File: config.mk
export PLATFORM = sky130hd
export DESIGN_NAME = led_blink_sequencer
export DESIGN_NICKNAME = d
export VERILOG_FILES = /design/src/rtl/led_blink_sequencer.sv
export SDC_FILE = /design/constraint.sdc
export NUM_CORES = 1
export LEC_CHECK = 0
export BUFFER_PORTS_ARGS = -buffer_cell sky130_fd_sc_hd__buf_2
export CAP_MARGIN = 20
export CORE_ASPECT_RATIO = 0.7
export CORE_MARGIN = 2
export CORE_UTILIZATION = 45
export CTS_CLUSTER_DIAMETER = 120
export CTS_CLUSTER_SIZE = 8
export DETAILED_ROUTE_END_ITERATION = 8
export GPL_TIMING_DRIVEN = 0
export PLACE_DENSITY = 0.66
export SLEW_MARGIN = 20
export SYNTH_ARGS = -nofsm -noshare
export SYNTH_HDL_FRONTEND = slang
export SYNTH_SLANG_ARGS = --single-unit
File: constraint.sdc
create_clock -name i_Clk -period 2 [get_ports i_Clk]
set_input_delay 0.1 -clock i_Clk [delete_from_list [all_inputs] [get_ports i_Clk]]
set_output_delay 0.1 -clock i_Clk [all_outputs]
set_load 0.01 [all_outputs]
File: src/rtl/led_blink_sequencer.sv
// LED blink sequencer: debounced button cycles IDLE/RATE/SYNC/CHASE.
// CHASE mode is compiled only when LED_SEQ_CHASE_EN is defined.
module led_blink_sequencer #(
  parameter int g_DEBOUNCE_LIMIT = 250000,
  parameter int g_COUNT_10HZ     = 1250000,
  parameter int g_COUNT_5HZ      = 2500000,
  parameter int g_COUNT_2HZ      = 6250000,
  parameter int g_COUNT_1HZ      = 12500000
) (
  input  logic       i_Clk,
  input  logic       i_Rst,
  input  logic       i_Switch,
  output logic       o_LED_1,
  output logic       o_LED_2,
  output logic       o_LED_3,
  output logic       o_LED_4,
  output logic [1:0] o_Mode
);

  localparam int DW  = $clog2(g_DEBOUNCE_LIMIT);
  localparam int W10 = $clog2(g_COUNT_10HZ);
  localparam int W5  = $clog2(g_COUNT_5HZ);
  localparam int W2  = $clog2(g_COUNT_2HZ);
  localparam int W1  = $clog2(g_COUNT_1HZ);

  localparam logic [DW-1:0]  DB_MAX = DW'(g_DEBOUNCE_LIMIT - 1);
  localparam logic [W10-1:0] M10    = W10'(g_COUNT_10HZ - 1);
  localparam logic [W5-1:0]  M5     = W5'(g_COUNT_5HZ - 1);
  localparam logic [W2-1:0]  M2     = W2'(g_COUNT_2HZ - 1);
  localparam logic [W1-1:0]  M1     = W1'(g_COUNT_1HZ - 1);

`ifdef LED_SEQ_CHASE_EN
  typedef enum logic [1:0] {
    IDLE  = 2'd0,
    RATE  = 2'd1,
    SYNC  = 2'd2,
    CHASE = 2'd3
  } mode_t;
`else
  typedef enum logic [1:0] {
    IDLE = 2'd0,
    RATE = 2'd1,
    SYNC = 2'd2
  } mode_t;
`endif

  logic           sw_m;
  logic           sw_s;
  logic           sw_d;
  logic           sw_q;
  logic [DW-1:0]  db_cnt;
  logic [W10-1:0] c10;
  logic [W5-1:0]  c5;
  logic [W2-1:0]  c2;
  logic [W1-1:0]  c1;
  logic [3:0]     led;
  mode_t          mode;
  mode_t          nxt;
  logic [3:0]     entry;
  logic           rel;

  // release = stable level fell on the previous edge
  assign rel = sw_q & ~sw_d;

  always_comb begin
    nxt   = IDLE;
    entry = 4'b0000;
    case (mode)
      IDLE: nxt = RATE;
      RATE: nxt = SYNC;
`ifdef LED_SEQ_CHASE_EN
      SYNC: begin
        nxt   = CHASE;
        entry = 4'b0001;
      end
`endif
      default: nxt = IDLE;
    endcase
  end

  always_ff @(posedge i_Clk) begin
    if (i_Rst) begin
      sw_m   <= 1'b0;
      sw_s   <= 1'b0;
      sw_d   <= 1'b0;
      sw_q   <= 1'b0;
      db_cnt <= '0;
      c10    <= '0;
      c5     <= '0;
      c2     <= '0;
      c1     <= '0;
      led    <= 4'b0000;
      mode   <= IDLE;
    end else begin
      sw_m <= i_Switch;
      sw_s <= sw_m;
      sw_q <= sw_d;

      if (sw_s == sw_d) begin
        db_cnt <= '0;
      end else if (db_cnt == DB_MAX) begin
        sw_d   <= sw_s;
        db_cnt <= '0;
      end else begin
        db_cnt <= db_cnt + 1'b1;
      end

      if (rel) begin
        mode <= nxt;
        c10  <= '0;
        c5   <= '0;
        c2   <= '0;
        c1   <= '0;
        led  <= entry;
      end else begin
        case (mode)
          RATE: begin
            if (c10 == M10) begin
              c10    <= '0;
              led[0] <= ~led[0];
            end else c10 <= c10 + 1'b1;
            if (c5 == M5) begin
              c5     <= '0;
              led[1] <= ~led[1];
            end else c5 <= c5 + 1'b1;
            if (c2 == M2) begin
              c2     <= '0;
              led[2] <= ~led[2];
            end else c2 <= c2 + 1'b1;
            if (c1 == M1) begin
              c1     <= '0;
              led[3] <= ~led[3];
            end else c1 <= c1 + 1'b1;
          end
          SYNC: begin
            if (c5 == M5) begin
              c5  <= '0;
              led <= ~led;
            end else c5 <= c5 + 1'b1;
          end
`ifdef LED_SEQ_CHASE_EN
          CHASE: begin
            if (c10 == M10) begin
              c10 <= '0;
              led <= {led[2:0], led[3]};
            end else c10 <= c10 + 1'b1;
          end
`endif
          default: begin
            c10 <= '0;
            c5  <= '0;
            c2  <= '0;
            c1  <= '0;
            led <= 4'b0000;
          end
        endcase
      end
    end
  end

  assign o_LED_1 = led[0];
  assign o_LED_2 = led[1];
  assign o_LED_3 = led[2];
  assign o_LED_4 = led[3];
  assign o_Mode  = mode;

endmodule
==> flow_summary.html, run 1 <==
<table>
<tr><th>Metric</th><th>Value</th></tr>
<tr><th colspan="2">Logic synthesis</th></tr>
<tr><td>Number of warnings reported in the yosys synthesis log</td><td>0</td></tr>
<tr><td>Share of synthesized flip-flops with an asynchronous set or reset</td><td>0</td></tr>
<tr><td>Synth cell types</td><td>46</td></tr>
<tr><td>Post-Syn Instances</td><td>640</td></tr>
<tr><td>Leading register cell type out of synthesis</td><td>dfxtp_1</td></tr>
<tr><td>Syn nets</td><td>651</td></tr>
<tr><td>EDFF count, synth</td><td>0</td></tr>
<tr><td>Portion of the post-synthesis area used by sequential elements</td><td>0.433</td></tr>
<tr><td>FF+latch count, synth</td><td>118</td></tr>
<tr><td>Average cell area after synthesis</td><td>8.53 um^2</td></tr>
<tr><td>Cell area after synthesis</td><td>0.00546 mm^2</td></tr>
<tr><th colspan="2">Route</th></tr>
<tr><td>Final WL</td><td>12100 um</td></tr>
<tr><td>Pre-Repair DR Iteration Count</td><td>5</td></tr>
<tr><td>Via density</td><td>5.37</td></tr>
<tr><td>Post-DR wirelength/cell</td><td>14.3 um</td></tr>
<tr><td>DR iter-0 viols</td><td>245</td></tr>
<tr><td>Remaining number of nets flagged by the antenna check after routing</td><td>0</td></tr>
<tr><td>Detailed-route via count</td><td>4543</td></tr>
<tr><td>Number of design rule violations left after detail routing</td><td>0</td></tr>
<tr><th colspan="2">Placed design</th></tr>
<tr><td>Count of buffers inserted at the top-level ports</td><td>7</td></tr>
<tr><td>Routability-driven placement congestion ratio</td><td>0.800</td></tr>
<tr><td>DP Worst Slack</td><td>-396 ps</td></tr>
<tr><td>Placed standard-cell area</td><td>0.00569 mm^2</td></tr>
<tr><td>HPWL after detailed placement</td><td>8010 um</td></tr>
<tr><td>Post-placement cell count</td><td>804</td></tr>
<tr><th colspan="2">Die</th></tr>
<tr><td>Vertical die dimension</td><td>96.1 um</td></tr>
<tr><td>Area of the die</td><td>0.0130 mm^2</td></tr>
<tr><td>Horiz. Die Dim</td><td>136 um</td></tr>
<tr><td>I/O pin count</td><td>9</td></tr>
<tr><td>Core outline area</td><td>0.0118 mm^2</td></tr>
<tr><td>Initial Utilization</td><td>0.464</td></tr>
<tr><td>Placement Rows</td><td>33</td></tr>
<tr><th colspan="2">STA</th></tr>
<tr><td>Portion of the clock cycle consumed by the worst path in the final layout</td><td>0.974</td></tr>
<tr><td>Maximum frequency from static timing analysis</td><td>513 MHz</td></tr>
<tr><td>Smallest setup slack after layout</td><td>51.3 ps</td></tr>
<tr><td>Final number of hold-violating endpoints</td><td>0</td></tr>
<tr><td>Transition time of the tightest slew-check pin</td><td>683 ps</td></tr>
<tr><td>Remaining max-slew budget at the tightest pin</td><td>0.544</td></tr>
<tr><td>Hold WS</td><td>41.8 ps</td></tr>
<tr><td>Post-Route Setup TNS</td><td>0 ps</td></tr>
<tr><td>Fin Clk Skew</td><td>8.34 ps</td></tr>
<tr><td>Final setup violation count</td><td>0</td></tr>
<tr><td>Count of pins over their slew limit</td><td>0</td></tr>
<tr><td>Minimum clock period after layout</td><td>1950 ps</td></tr>
<tr><th colspan="2">Power</th></tr>
<tr><td>Net Switching</td><td>1.06 mW</td></tr>
<tr><td>Worst-case vdd ir drop</td><td>0.000577 V</td></tr>
<tr><td>Static Leakage</td><td>2.20 nW</td></tr>
<tr><td>Power share of the sequential group</td><td>0.416</td></tr>
<tr><td>Final Power</td><td>5.66 mW</td></tr>
<tr><td>Pwr/cell area</td><td>855 mW/mm^2</td></tr>
<tr><td>Fraction of power consumed by the clock network</td><td>0.578</td></tr>
<tr><td>Sw Share</td><td>0.187</td></tr>
<tr><td>Comb pwr share</td><td>0.005</td></tr>
<tr><td>Internal power component</td><td>4.60 mW</td></tr>
<tr><th colspan="2">Finish</th></tr>
<tr><td>Utilization of the core after routing</td><td>0.563</td></tr>
<tr><td>Final instance area</td><td>0.00663 mm^2</td></tr>
<tr><td>Most common cell after layout, fill and taps aside</td><td>nor2_1</td></tr>
<tr><td>Count of fill cells added during filler insertion</td><td>1050</td></tr>
<tr><td>Proportion of layout cells with a drive suffix above 1</td><td>0.125</td></tr>
<tr><td>Sequential cell area</td><td>0.00237 mm^2</td></tr>
<tr><td>Final #Nets</td><td>688</td></tr>
<tr><td>Top library cells by usage in the layout, fill and taps aside</td><td>nor2_1 (116), dfxtp_1 (115), nand2_1 (55)</td></tr>
<tr><td>Area of combinational cells with multiple inputs</td><td>0.00310 mm^2</td></tr>
<tr><td>Number of standard cells in the layout, taps in and fillers out</td><td>846</td></tr>
<tr><td>Antenna cells</td><td>0</td></tr>
<tr><td>Area added between synthesis and finish</td><td>21.4%</td></tr>
<tr><th colspan="2">Setup path</th></tr>
<tr><td>Critical path data arrival time</td><td>2250 ps</td></tr>
<tr><td>Kind of launch point of the worst setup path</td><td>flop</td></tr>
<tr><td>Worst r2r dst</td><td>db_cnt[11]$_SDFF_PP0_</td></tr>
<tr><td>Crit end category</td><td>flop</td></tr>
<tr><td>R2R cell count</td><td>6</td></tr>
<tr><td>Register-to-register setup slack</td><td>50 ps</td></tr>
<tr><td>Classification of the worst setup path</td><td>reg -&gt; reg</td></tr>
<tr><td>Critical path required time</td><td>2300 ps</td></tr>
<tr><td>Maximum net fanout on the critical path</td><td>10</td></tr>
<tr><td>Worst reg2reg startpoint</td><td>db_cnt[5]$_SDFF_PP0_</td></tr>
<tr><th colspan="2">Global route</th></tr>
<tr><td>Global-route met3 utilization</td><td>0.0500</td></tr>
<tr><td>Layer with the highest usage</td><td>met2</td></tr>
<tr><td>First-pass GRT wire length</td><td>20100 um</td></tr>
<tr><td>Aggregate global routing overflow</td><td>0</td></tr>
<tr><td>Maximum number of pins on one net before global-route repair</td><td>17</td></tr>
<tr><td>Initial antenna violation count</td><td>0</td></tr>
<tr><td>Vias in the first global route</td><td>4204</td></tr>
<tr><td>Met1 usage</td><td>0.262</td></tr>
<tr><td>Aggregate global-route resource usage</td><td>0.196</td></tr>
<tr><td>Global routing met2 resource utilization</td><td>0.311</td></tr>
<tr><th colspan="2">Clock tree</th></tr>
<tr><td>Number of clock sinks</td><td>118</td></tr>
<tr><td>Count of H-tree levels built during CTS</td><td>4</td></tr>
<tr><td>Insertion delay of the later-clocked pin in the worst-skew pair</td><td>410 ps</td></tr>
<tr><td>Number of CTS-inserted buffers</td><td>17</td></tr>
<tr><td>CTS root buffer</td><td>clkbuf_16</td></tr>
<tr><td>Maximum count of clock buffers along a single path</td><td>2</td></tr>
<tr><td>Clock slew at the register clock pins of the worst setup and hold paths</td><td>50 ps</td></tr>
<tr><td>TritonCTS clock tree</td><td>yes</td></tr>
<tr><th colspan="2">Hold path</th></tr>
<tr><td>Path category of the worst min-delay check</td><td>in -&gt; reg</td></tr>
<tr><td>Cell count of the worst hold path</td><td>2</td></tr>
<tr><td>End point of the most critical hold path</td><td>o_Mode[1]$_SDFFE_PP0P_</td></tr>
<tr><td>Hold_sp</td><td>i_Rst</td></tr>
<tr><th colspan="2">Status</th></tr>
<tr><td>Status</td><td>complete, no violations</td></tr>
<tr><th colspan="2">Flow run</th></tr>
<tr><td>Count of max-cap constraint violations</td><td>0</td></tr>
</table>
## repair_timing
action | 4_1_cts | 5_1_grt
endpoints found under the setup margin | 85 | 94
pin swaps | 4 | 7
hold buffers | 1 | 0
cloned | 0 | 0
hold endpoints to repair | 1 | 0
setup buffers | 5 | 6
resized for setup | 17 | 22
## state kept, by name, summed over array words and instances, names as in the netlist
| signal | count |
|---|---|
| sw_m | 1 |
| c5 | 22 |
| db_cnt | 18 |
| led | 4 |
| o_Mode | 2 |
| c10 | 21 |
| c2 | 23 |
| sw_q | 1 |
| sw_d | 1 |
| c1 | 24 |
| sw_s | 1 |
## worst max path at each step
stage / to / cells after the start / startpoint
after floorplan: c1[20]$_SDFFE_PP0P_ / 7 / o_Mode[0]$_SDFFE_PP0P_
after global placement: c1[20]$_SDFFE_PP0P_ / 7 / o_Mode[0]$_SDFFE_PP0P_
final: db_cnt[11]$_SDFF_PP0_ / 6 / db_cnt[5]$_SDFF_PP0_
after detailed placement: c1[20]$_SDFFE_PP0P_ / 7 / o_Mode[0]$_SDFFE_PP0P_
after global routing: db_cnt[13]$_SDFF_PP0_ / 6 / db_cnt[5]$_SDFF_PP0_
after CTS: c2[20]$_SDFFE_PP0P_ / 6 / c2[5]$_SDFFE_PP0P_
## synth_stat cells, drive strengths merged (6+ instances only)
cell,count,area [um^2]
nor4b,6,52.6
nand3,46,230
clkbuf,11,41.3
nor3,23,115
o21ai,10,76.3
and4,16,140
nor2b,7,43.8
xnor2,39,342
xor2,46,403
a31oi,6,37.5
dfxtp,118,2360
ha,8,100
buf,9,57.6
nand4,17,106
inv,14,52.6
nor4,12,93.8
nand2,55,206
a21oi,18,90.1
and3,15,93.8
nor2,117,442
## power by group through the flow
stage / registers [mW] / clock network (mW) / logic [mW]
2_1_floorplan: 2.41 / 0 / 0.0206
3_3_place_gp: 2.41 / 0 / 0.0287
3_5_place_dp: 2.41 / 0 / 0.0292
4_1_cts: 2.36 / 3.34 / 0.0306
5_1_grt: 2.35 / 3.44 / 0.0340
6_report: 2.36 / 3.28 / 0.0311
## cell type report
class,instances,share of cell area
multi-input combinational,488,0.468
sequential,118,0.357
clock buffer,23,0.0752
tap,157,0.0296
timing repair buffer,19,0.0236
clock inverter,8,0.0217
buffer,19,0.0166
inverter,14,0.00793
## worst max-delay path: stages, from the launching register on
cell	delay, ps
dfxtp_1	340
or4b_1	570
nor4_4	340
or2_1	140
buf_2	190
buf_4	200
nor2_1	60
## metal layers
metal	routed length [um]	share of wire
met1	5810	0.48
met2	5620	0.47
met3	570	0.047
met4	78	0.0065
met5	0	0
## logic make-up after synthesis
| group | Yosys count | share of synthesized area |
|---|---|---|
| and+or+nand+nor | 347 | 0.324 |
| DFF | 118 | 0.433 |
| xor gates and xnor gates | 85 | 0.136 |
| AOI/OAI and AO/OA | 47 | 0.0582 |
| buffers and inverters | 34 | 0.0277 |
| adders and majority gates | 8 | 0.0183 |
| muxes | 1 | 0.00183 |
No activity file was read; power rests on OpenSTA's default activity.
==> run 2, diff against run 1 <==
--- a/config.mk
+++ b/config.mk
@@ -8,7 +8,7 @@
 export BUFFER_PORTS_ARGS = -buffer_cell sky130_fd_sc_hd__buf_2
 export CAP_MARGIN = 20
 export CORE_ASPECT_RATIO = 0.7
-export CORE_MARGIN = 2
+export CORE_MARGIN = 8
 export CORE_UTILIZATION = 45
 export CTS_CLUSTER_DIAMETER = 120
 export CTS_CLUSTER_SIZE = 8
==> flow_summary.html, run 2 (synthesized netlist as in run 1, its figures left out) <==
<table>
<tr><th>Metric</th><th>Value</th></tr>
<tr><th colspan="2">Status</th></tr>
<tr><td>Status</td><td>complete, no violations</td></tr>
<tr><th colspan="2">Clock tree</th></tr>
<tr><td>Number of CTS-inserted buffers</td><td>17 (unchanged)</td></tr>
<tr><td>Number of clock sinks</td><td>118 (unchanged)</td></tr>
<tr><td>Clock slew at the register clock pins of the worst setup and hold paths</td><td>50 ps (about the same)</td></tr>
<tr><td>TritonCTS clock tree</td><td>yes</td></tr>
<tr><td>Count of H-tree levels built during CTS</td><td>4 (unchanged)</td></tr>
<tr><td>Insertion delay of the later-clocked pin in the worst-skew pair</td><td>410 ps (about the same)</td></tr>
<tr><td>CTS root buffer</td><td>clkbuf_16</td></tr>
<tr><td>Maximum count of clock buffers along a single path</td><td>2 (unchanged)</td></tr>
<tr><th colspan="2">Finish</th></tr>
<tr><td>Final #Nets</td><td>685 (-0.44%)</td></tr>
<tr><td>Top reg by flops</td><td>c1</td></tr>
<tr><td>Count of fill cells added during filler insertion</td><td>1061 (+1.0%)</td></tr>
<tr><td>Proportion of layout cells with a drive suffix above 1</td><td>0.123 (-0.00219)</td></tr>
<tr><td>Largest regs</td><td>c1: 24 flops, c2: 23 flops, c5: 22 flops</td></tr>
<tr><td>Top library cells by usage in the layout, fill and taps aside</td><td>nor2_1 (116), dfxtp_1 (114), nand2_1 (55)</td></tr>
<tr><td>Final instance area</td><td>0.00651 mm^2 (-1.8%)</td></tr>
<tr><td>Most common cell after layout, fill and taps aside</td><td>nor2_1</td></tr>
<tr><td>Area added between synthesis and finish</td><td>19.3%</td></tr>
<tr><td>Max FFs per register</td><td>24 (unchanged)</td></tr>
<tr><td>Antenna cells</td><td>0 (unchanged)</td></tr>
<tr><th colspan="2">Global route</th></tr>
<tr><td>Initial antenna violation count</td><td>0 (unchanged)</td></tr>
<tr><td>Aggregate global-route resource usage</td><td>0.155 (-0.0411)</td></tr>
<tr><td>Vias in the first global route</td><td>4289 (+2.0%)</td></tr>
<tr><td>Aggregate global routing overflow</td><td>0 (unchanged)</td></tr>
<tr><td>Maximum number of pins on one net before global-route repair</td><td>17 (unchanged)</td></tr>
<tr><td>First-pass GRT wire length</td><td>20300 um (+0.96%)</td></tr>
<tr><th colspan="2">STA</th></tr>
<tr><td>Maximum frequency from static timing analysis</td><td>528 MHz (+2.9%)</td></tr>
<tr><td>Minimum clock period after layout</td><td>1890 ps (-54.4 ps)</td></tr>
<tr><td>Count of pins over their slew limit</td><td>0 (unchanged)</td></tr>
<tr><td>Transition time of the tightest slew-check pin</td><td>676 ps (-7.12 ps)</td></tr>
<tr><td>Fin Clk Skew</td><td>10.0 ps (+1.71 ps)</td></tr>
<tr><td>Portion of the clock cycle consumed by the worst path in the final layout</td><td>0.947 (-0.0272)</td></tr>
<tr><td>Final setup violation count</td><td>0 (unchanged)</td></tr>
<tr><td>Remaining max-slew budget at the tightest pin</td><td>0.549 (+0.00475)</td></tr>
<tr><td>Hold WS</td><td>45.2 ps (+3.43 ps)</td></tr>
<tr><td>Final number of hold-violating endpoints</td><td>0 (unchanged)</td></tr>
<tr><th colspan="2">Setup path</th></tr>
<tr><td>Classification of the worst setup path</td><td>reg -&gt; reg</td></tr>
<tr><td>Register-to-register setup slack</td><td>110 ps (+50 ps)</td></tr>
<tr><td>Crit end category</td><td>flop</td></tr>
<tr><td>Critical path data arrival time</td><td>2190 ps (-60 ps)</td></tr>
<tr><td>Maximum net fanout on the critical path</td><td>10 (unchanged)</td></tr>
<tr><td>Kind of launch point of the worst setup path</td><td>flop</td></tr>
<tr><td>Critical path required time</td><td>2290 ps (about the same)</td></tr>
<tr><th colspan="2">Die</th></tr>
<tr><td>Placement Rows</td><td>33 (unchanged)</td></tr>
<tr><td>Initial Utilization</td><td>0.464 (unchanged)</td></tr>
<tr><td>Horiz. Die Dim</td><td>148 um (+8.8%)</td></tr>
<tr><td>Core outline area</td><td>0.0118 mm^2 (unchanged)</td></tr>
<tr><td>Area of the die</td><td>0.0160 mm^2 (+22%)</td></tr>
<tr><td>Vertical die dimension</td><td>108 um (+12%)</td></tr>
<tr><td>I/O pin count</td><td>9 (unchanged)</td></tr>
<tr><th colspan="2">Route</th></tr>
<tr><td>Final WL</td><td>11900 um (-1.2%)</td></tr>
<tr><td>Via density</td><td>5.37 (about the same)</td></tr>
<tr><td>Number of design rule violations left after detail routing</td><td>0 (unchanged)</td></tr>
<tr><td>Pre-Repair DR Iteration Count</td><td>5 (unchanged)</td></tr>
<tr><td>DR iter-0 viols</td><td>283 (+16%)</td></tr>
<tr><td>Post-DR wirelength/cell</td><td>14.2 um (-0.73%)</td></tr>
<tr><td>Detailed-route via count</td><td>4525 (-0.40%)</td></tr>
<tr><td>Remaining number of nets flagged by the antenna check after routing</td><td>0 (unchanged)</td></tr>
<tr><th colspan="2">Flow run</th></tr>
<tr><td>Count of max-cap constraint violations</td><td>0 (unchanged)</td></tr>
<tr><th colspan="2">Placed design</th></tr>
<tr><td>HPWL after detailed placement</td><td>8070 um (+0.79%)</td></tr>
<tr><td>Placed standard-cell area</td><td>0.00569 mm^2 (unchanged)</td></tr>
<tr><td>Routability-driven placement congestion ratio</td><td>0.782 (-2.3%)</td></tr>
<tr><td>Count of buffers inserted at the top-level ports</td><td>7 (unchanged)</td></tr>
<tr><th colspan="2">Power</th></tr>
<tr><td>Static Leakage</td><td>2.15 nW (-2.2%)</td></tr>
<tr><td>Pwr/cell area</td><td>835 mW/mm^2 (-2.3%)</td></tr>
<tr><td>Worst-case vdd ir drop</td><td>0.000667 V (+16%)</td></tr>
<tr><th colspan="2">Hold path</th></tr>
<tr><td>Path category of the worst min-delay check</td><td>in -&gt; reg</td></tr>
</table>
run 2: cell count changes in the layout (fill, tap and decap cells not counted), moves of 2 or more:
cell / change
clkbuf_8: -3
buf_4: -3
nor4b_2: +2
buf_12: -2
buf_6: +2
clkinvlp_4: +3
run 2: stage by stage:
step                       util  setup WS, ps  power (mW)  cells  TNS (ps)
after floorplan               -          95.8        2.43    640         0
after global placement    0.483          -323        2.44    804    -10710
after detailed placement  0.483          -409        2.44    804    -13810
after CTS                 0.547          11.5        5.48    841         0
after global routing      0.553         -1.08        5.60    842     -1.08
final                     0.553           106        5.44    842         0
run 2: worst max-delay path, cell delays in order, from the launching register on:
cell,delay [ps]
dfxtp_1,390
nor4bb_1,280
nand4_1,190
o41a_1,480
o21ai_4,220
buf_6,170
nor2_1,60
run 2: repair_timing:
action                                 CTS  global route
hold buffers                             1             0
buffers inserted                         7             1
resized for setup                       21            23
endpoints found under the hold margin    1             0
pin swaps                                4             6
setup endpoints to repair               93            92
run 2: worst paths after layout:
path	from	to	cells past startpoint
min	i_Rst	o_Mode[1]$_SDFFE_PP0P_	2
max	c2[14]$_SDFFE_PP0P_	c2[14]$_SDFFE_PP0P_	6
min reg2reg	sw_m$_SDFF_PP0_	sw_s$_SDFF_PP0_	1
max reg2reg	c2[14]$_SDFFE_PP0P_	c2[14]$_SDFFE_PP0P_	6
run 2: where the power goes:
part / internal [mW] / switching (mW)
clock: 2.00 / 1.05
combinational: 0.0104 / 0.0226
sequential: 2.36 / 0.00131
total: 4.37 / 1.07
run 2: cell type report:
| class | instances | area (um^2) | share of cell area |
|---|---|---|---|
| Multi-Input combinational cell | 488 | 3070 | 0.472 |
| Sequential cell | 118 | 2370 | 0.364 |
| Clock buffer | 21 | 460 | 0.0707 |
| Tap cell | 157 | 196 | 0.0302 |
| Clock inverter | 9 | 128 | 0.0196 |
| Buffer | 19 | 126 | 0.0194 |
| Timing Repair Buffer | 16 | 105 | 0.0161 |
| Inverter | 14 | 52.6 | 0.00807 |
run 2: routing by layer:
metal,track usage,vias to the layer above,part of all wire,wire length (um)
met4,0.0464,0,0.0056,67
met5,0,-,0,0
li1,-,2290,-,-
met1,0.205,2150,0.50,5990
met2,0.242,79,0.45,5380
met3,0.0438,6,0.041,494
==> run 3, diff against run 2 <==
==> constraint.sdc (replaced) <==
create_clock -name i_Clk -period 2.3 [get_ports i_Clk]
set_input_delay 0.115 -clock i_Clk [delete_from_list [all_inputs] [get_ports i_Clk]]
set_output_delay 0.115 -clock i_Clk [all_outputs]
set_load 0.01 [all_outputs]
==> flow_summary.html, run 3 (synthesized netlist as in run 1, its figures left out) <==
<table>
<tr><th>Metric</th><th>Value</th></tr>
<tr><th colspan="2">Finish</th></tr>
<tr><td>Top library cells by usage in the layout, fill and taps aside</td><td>dfxtp_1 (118), nor2_1 (116), nand2_1 (55)</td></tr>
<tr><td>Count of fill cells added during filler insertion</td><td>1081 (+1.9%)</td></tr>
<tr><td>Largest regs</td><td>c1: 24 flops, c2: 23 flops, c5: 22 flops</td></tr>
<tr><td>Number of standard cells in the layout, taps in and fillers out</td><td>836 (-0.71%)</td></tr>
<tr><td>Sequential cell area</td><td>0.00236 mm^2 (-0.21%)</td></tr>
<tr><td>Area of combinational cells with multiple inputs</td><td>0.00300 mm^2 (-2.5%)</td></tr>
<tr><td>Final instance area</td><td>0.00635 mm^2 (-2.5%)</td></tr>
<tr><td>Utilization of the core after routing</td><td>0.540 (-0.0136)</td></tr>
<tr><td>Top reg by flops</td><td>c1</td></tr>
<tr><td>Proportion of layout cells with a drive suffix above 1</td><td>0.0869 (-0.0357)</td></tr>
<tr><td>Antenna cells</td><td>0 (unchanged)</td></tr>
<tr><td>Area added between synthesis and finish</td><td>16.4%</td></tr>
<tr><td>Most common cell after layout, fill and taps aside</td><td>dfxtp_1</td></tr>
<tr><td>Final #Nets</td><td>679 (-0.88%)</td></tr>
<tr><td>Max FFs per register</td><td>24 (unchanged)</td></tr>
<tr><th colspan="2">STA</th></tr>
<tr><td>Post-Route Setup TNS</td><td>0 ps (unchanged)</td></tr>
<tr><td>Setup repair after global routing missed its margin</td><td>true</td></tr>
<tr><td>Smallest setup slack after layout</td><td>157 ps (+51.6 ps)</td></tr>
<tr><td>Portion of the clock cycle consumed by the worst path in the final layout</td><td>0.932 (-0.0155)</td></tr>
<tr><td>Remaining max-slew budget at the tightest pin</td><td>0.585 (+0.0362)</td></tr>
<tr><td>Final number of hold-violating endpoints</td><td>0 (unchanged)</td></tr>
<tr><td>Maximum frequency from static timing analysis</td><td>467 MHz (-12%)</td></tr>
<tr><td>Minimum clock period after layout</td><td>2140 ps (+248 ps)</td></tr>
<tr><td>Hold WS</td><td>60.9 ps (+15.7 ps)</td></tr>
<tr><td>Count of pins over their slew limit</td><td>0 (unchanged)</td></tr>
<tr><td>Fin Clk Skew</td><td>9.02 ps (-1.03 ps)</td></tr>
<tr><td>Transition time of the tightest slew-check pin</td><td>621 ps (-54.3 ps)</td></tr>
<tr><td>Final setup violation count</td><td>0 (unchanged)</td></tr>
<tr><th colspan="2">Setup path</th></tr>
<tr><td>Worst-path cell with the longest stage delay</td><td>nor4_2</td></tr>
<tr><td>Crit end category</td><td>flop</td></tr>
<tr><td>Critical path buffer and inverter count</td><td>3 (+2)</td></tr>
<tr><td>Worst r2r dst</td><td>db_cnt[1]$_SDFF_PP0_</td></tr>
<tr><td>Classification of the worst setup path</td><td>reg -&gt; reg</td></tr>
<tr><td>Worst reg2reg startpoint</td><td>db_cnt[0]$_SDFF_PP0_</td></tr>
<tr><td>R2R cell count</td><td>9 (+3)</td></tr>
<tr><td>Critical path required time</td><td>2590 ps (+300 ps)</td></tr>
<tr><td>Critical path data arrival time</td><td>2440 ps (+250 ps)</td></tr>
<tr><td>Register-to-register setup slack</td><td>160 ps (+50 ps)</td></tr>
<tr><td>Kind of launch point of the worst setup path</td><td>flop</td></tr>
<tr><td>Cells along the critical path</td><td>ha_1 -&gt; and3_1 -&gt; clkbuf_1 -&gt; nand2_1 -&gt; nor4_2 -&gt; or2_1 -&gt; buf_2 -&gt; buf_4 -&gt; nor2_1</td></tr>
<tr><td>Maximum net fanout on the critical path</td><td>10 (unchanged)</td></tr>
<tr><td>Biggest cell delay along the critical path</td><td>390 ps (-90 ps)</td></tr>
<tr><td>Largest delay share family, worst path</td><td>simple AND/OR/NAND/NOR gates</td></tr>
<tr><th colspan="2">Die</th></tr>
<tr><td>Area of the die</td><td>0.0160 mm^2 (unchanged)</td></tr>
<tr><td>Horiz. Die Dim</td><td>148 um (unchanged)</td></tr>
<tr><td>Initial Utilization</td><td>0.464 (unchanged)</td></tr>
<tr><td>Core outline area</td><td>0.0118 mm^2 (unchanged)</td></tr>
<tr><td>Vertical die dimension</td><td>108 um (unchanged)</td></tr>
<tr><td>I/O pin count</td><td>9 (unchanged)</td></tr>
<tr><td>Placement Rows</td><td>33 (unchanged)</td></tr>
<tr><th colspan="2">Placed design</th></tr>
<tr><td>Placed standard-cell area</td><td>0.00569 mm^2 (unchanged)</td></tr>
<tr><td>HPWL after detailed placement</td><td>8070 um (unchanged)</td></tr>
<tr><td>Post-placement cell count</td><td>804 (unchanged)</td></tr>
<tr><td>DP Worst Slack</td><td>-109 ps (+300 ps)</td></tr>
<tr><td>Count of buffers inserted at the top-level ports</td><td>7 (unchanged)</td></tr>
<tr><td>Routability-driven placement congestion ratio</td><td>0.782 (unchanged)</td></tr>
<tr><th colspan="2">Hold path</th></tr>
<tr><td>Cell count of the worst hold path</td><td>2 (unchanged)</td></tr>
<tr><td>Hold_sp</td><td>i_Rst</td></tr>
<tr><td>Path category of the worst min-delay check</td><td>in -&gt; reg</td></tr>
<tr><td>End point of the most critical hold path</td><td>o_Mode[1]$_SDFFE_PP0P_</td></tr>
<tr><th colspan="2">Clock tree</th></tr>
<tr><td>Count of H-tree levels built during CTS</td><td>4 (unchanged)</td></tr>
<tr><td>TritonCTS clock tree</td><td>yes</td></tr>
<tr><td>Clock slew at the register clock pins of the worst setup and hold paths</td><td>50 ps (about the same)</td></tr>
<tr><td>Insertion delay of the later-clocked pin in the worst-skew pair</td><td>410 ps (about the same)</td></tr>
<tr><td>Number of CTS-inserted buffers</td><td>17 (unchanged)</td></tr>
<tr><td>Maximum count of clock buffers along a single path</td><td>2 (unchanged)</td></tr>
<tr><td>Number of clock sinks</td><td>118 (unchanged)</td></tr>
<tr><td>CTS root buffer</td><td>clkbuf_16</td></tr>
<tr><th colspan="2">Route</th></tr>
<tr><td>Via density</td><td>5.35 (-0.44%)</td></tr>
<tr><td>Number of design rule violations left after detail routing</td><td>0 (unchanged)</td></tr>
<tr><td>Final WL</td><td>11700 um (-1.8%)</td></tr>
<tr><td>Remaining number of nets flagged by the antenna check after routing</td><td>0 (unchanged)</td></tr>
<tr><td>Post-DR wirelength/cell</td><td>14.0 um (-1.1%)</td></tr>
<tr><td>DR iter-0 viols</td><td>275 (-2.8%)</td></tr>
<tr><td>Pre-Repair DR Iteration Count</td><td>4 (-1)</td></tr>
<tr><td>Detailed-route via count</td><td>4473 (-1.1%)</td></tr>
<tr><th colspan="2">Global route</th></tr>
<tr><td>Vias in the first global route</td><td>4219 (-1.6%)</td></tr>
<tr><td>Initial antenna violation count</td><td>0 (unchanged)</td></tr>
<tr><td>First-pass GRT wire length</td><td>19900 um (-2.2%)</td></tr>
<tr><td>Aggregate global-route resource usage</td><td>0.151 (-0.00324)</td></tr>
<tr><td>Aggregate global routing overflow</td><td>0 (unchanged)</td></tr>
<tr><td>Maximum number of pins on one net before global-route repair</td><td>17 (unchanged)</td></tr>
<tr><th colspan="2">Flow run</th></tr>
<tr><td>Count of max-cap constraint violations</td><td>0 (unchanged)</td></tr>
<tr><th colspan="2">Power</th></tr>
<tr><td>Worst-case vdd ir drop</td><td>0.000579 V (-13%)</td></tr>
<tr><td>Static Leakage</td><td>2.05 nW (-4.5%)</td></tr>
<tr><td>Final Power</td><td>4.72 mW (-13%)</td></tr>
<tr><td>Pwr/cell area</td><td>744 mW/mm^2 (-11%)</td></tr>
<tr><th colspan="2">Status</th></tr>
<tr><td>Status</td><td>complete, no violations</td></tr>
</table>
run 3: power by group:
group / switching, mW / internal, mW
registers: 0.00113 / 2.05
logic: 0.0192 / 0.00819
clock network: 0.906 / 1.74
run 3: timing repair:
action                                  CTS  global route
endpoints found under the hold margin     1             0
hold buffers                              1             0
endpoints found under the setup margin   17            43
buffers inserted                          0             1
gates resized for setup                   3             8
run 3: layer usage:
layer | global-route usage | vias up | wire [um]
met5 | 0 | - | 0
met4 | 0.0471 | 0 | 112
met3 | 0.0438 | 12 | 327
li1 | - | 2269 | -
met1 | 0.200 | 2134 | 6020
met2 | 0.237 | 58 | 5260
run 3: final cells by class:
class / instances / share of cell area
multi-input combinational: 488 / 0.472
tap: 157 / 0.0309
sequential: 118 / 0.372
inverter: 14 / 0.00828
buffer: 20 / 0.0160
clock inverter: 9 / 0.0201
clock buffer: 21 / 0.0725
timing repair buffer: 9 / 0.00828
run 3: how the worst max path moves through the flow:
stage                      startpoint                    end  slack [ps]  depth (start not counted)
2_1_floorplan  o_Mode[0]$_SDFFE_PP0P_    c1[20]$_SDFFE_PP0P_         400                          7
3_3_place_gp   o_Mode[0]$_SDFFE_PP0P_     c1[2]$_SDFFE_PP0P_         -20                          7
5_1_grt          db_cnt[0]$_SDFF_PP0_  db_cnt[10]$_SDFF_PP0_           3                          9
3_5_place_dp   o_Mode[0]$_SDFFE_PP0P_    c10[1]$_SDFFE_PP0P_        -110                          7
4_1_cts        o_Mode[0]$_SDFFE_PP0P_   c10[15]$_SDFFE_PP0P_          30                          7
6_report         db_cnt[0]$_SDFF_PP0_   db_cnt[1]$_SDFF_PP0_         160                          9
run 3: worst reg2reg max path: cells and delay by family (launching register included):
family	cells	cell delay [ps]
buffers and inverters	3	620
DFF	1	370
adders and majority gates	1	200
and+or+nand+nor	5	850
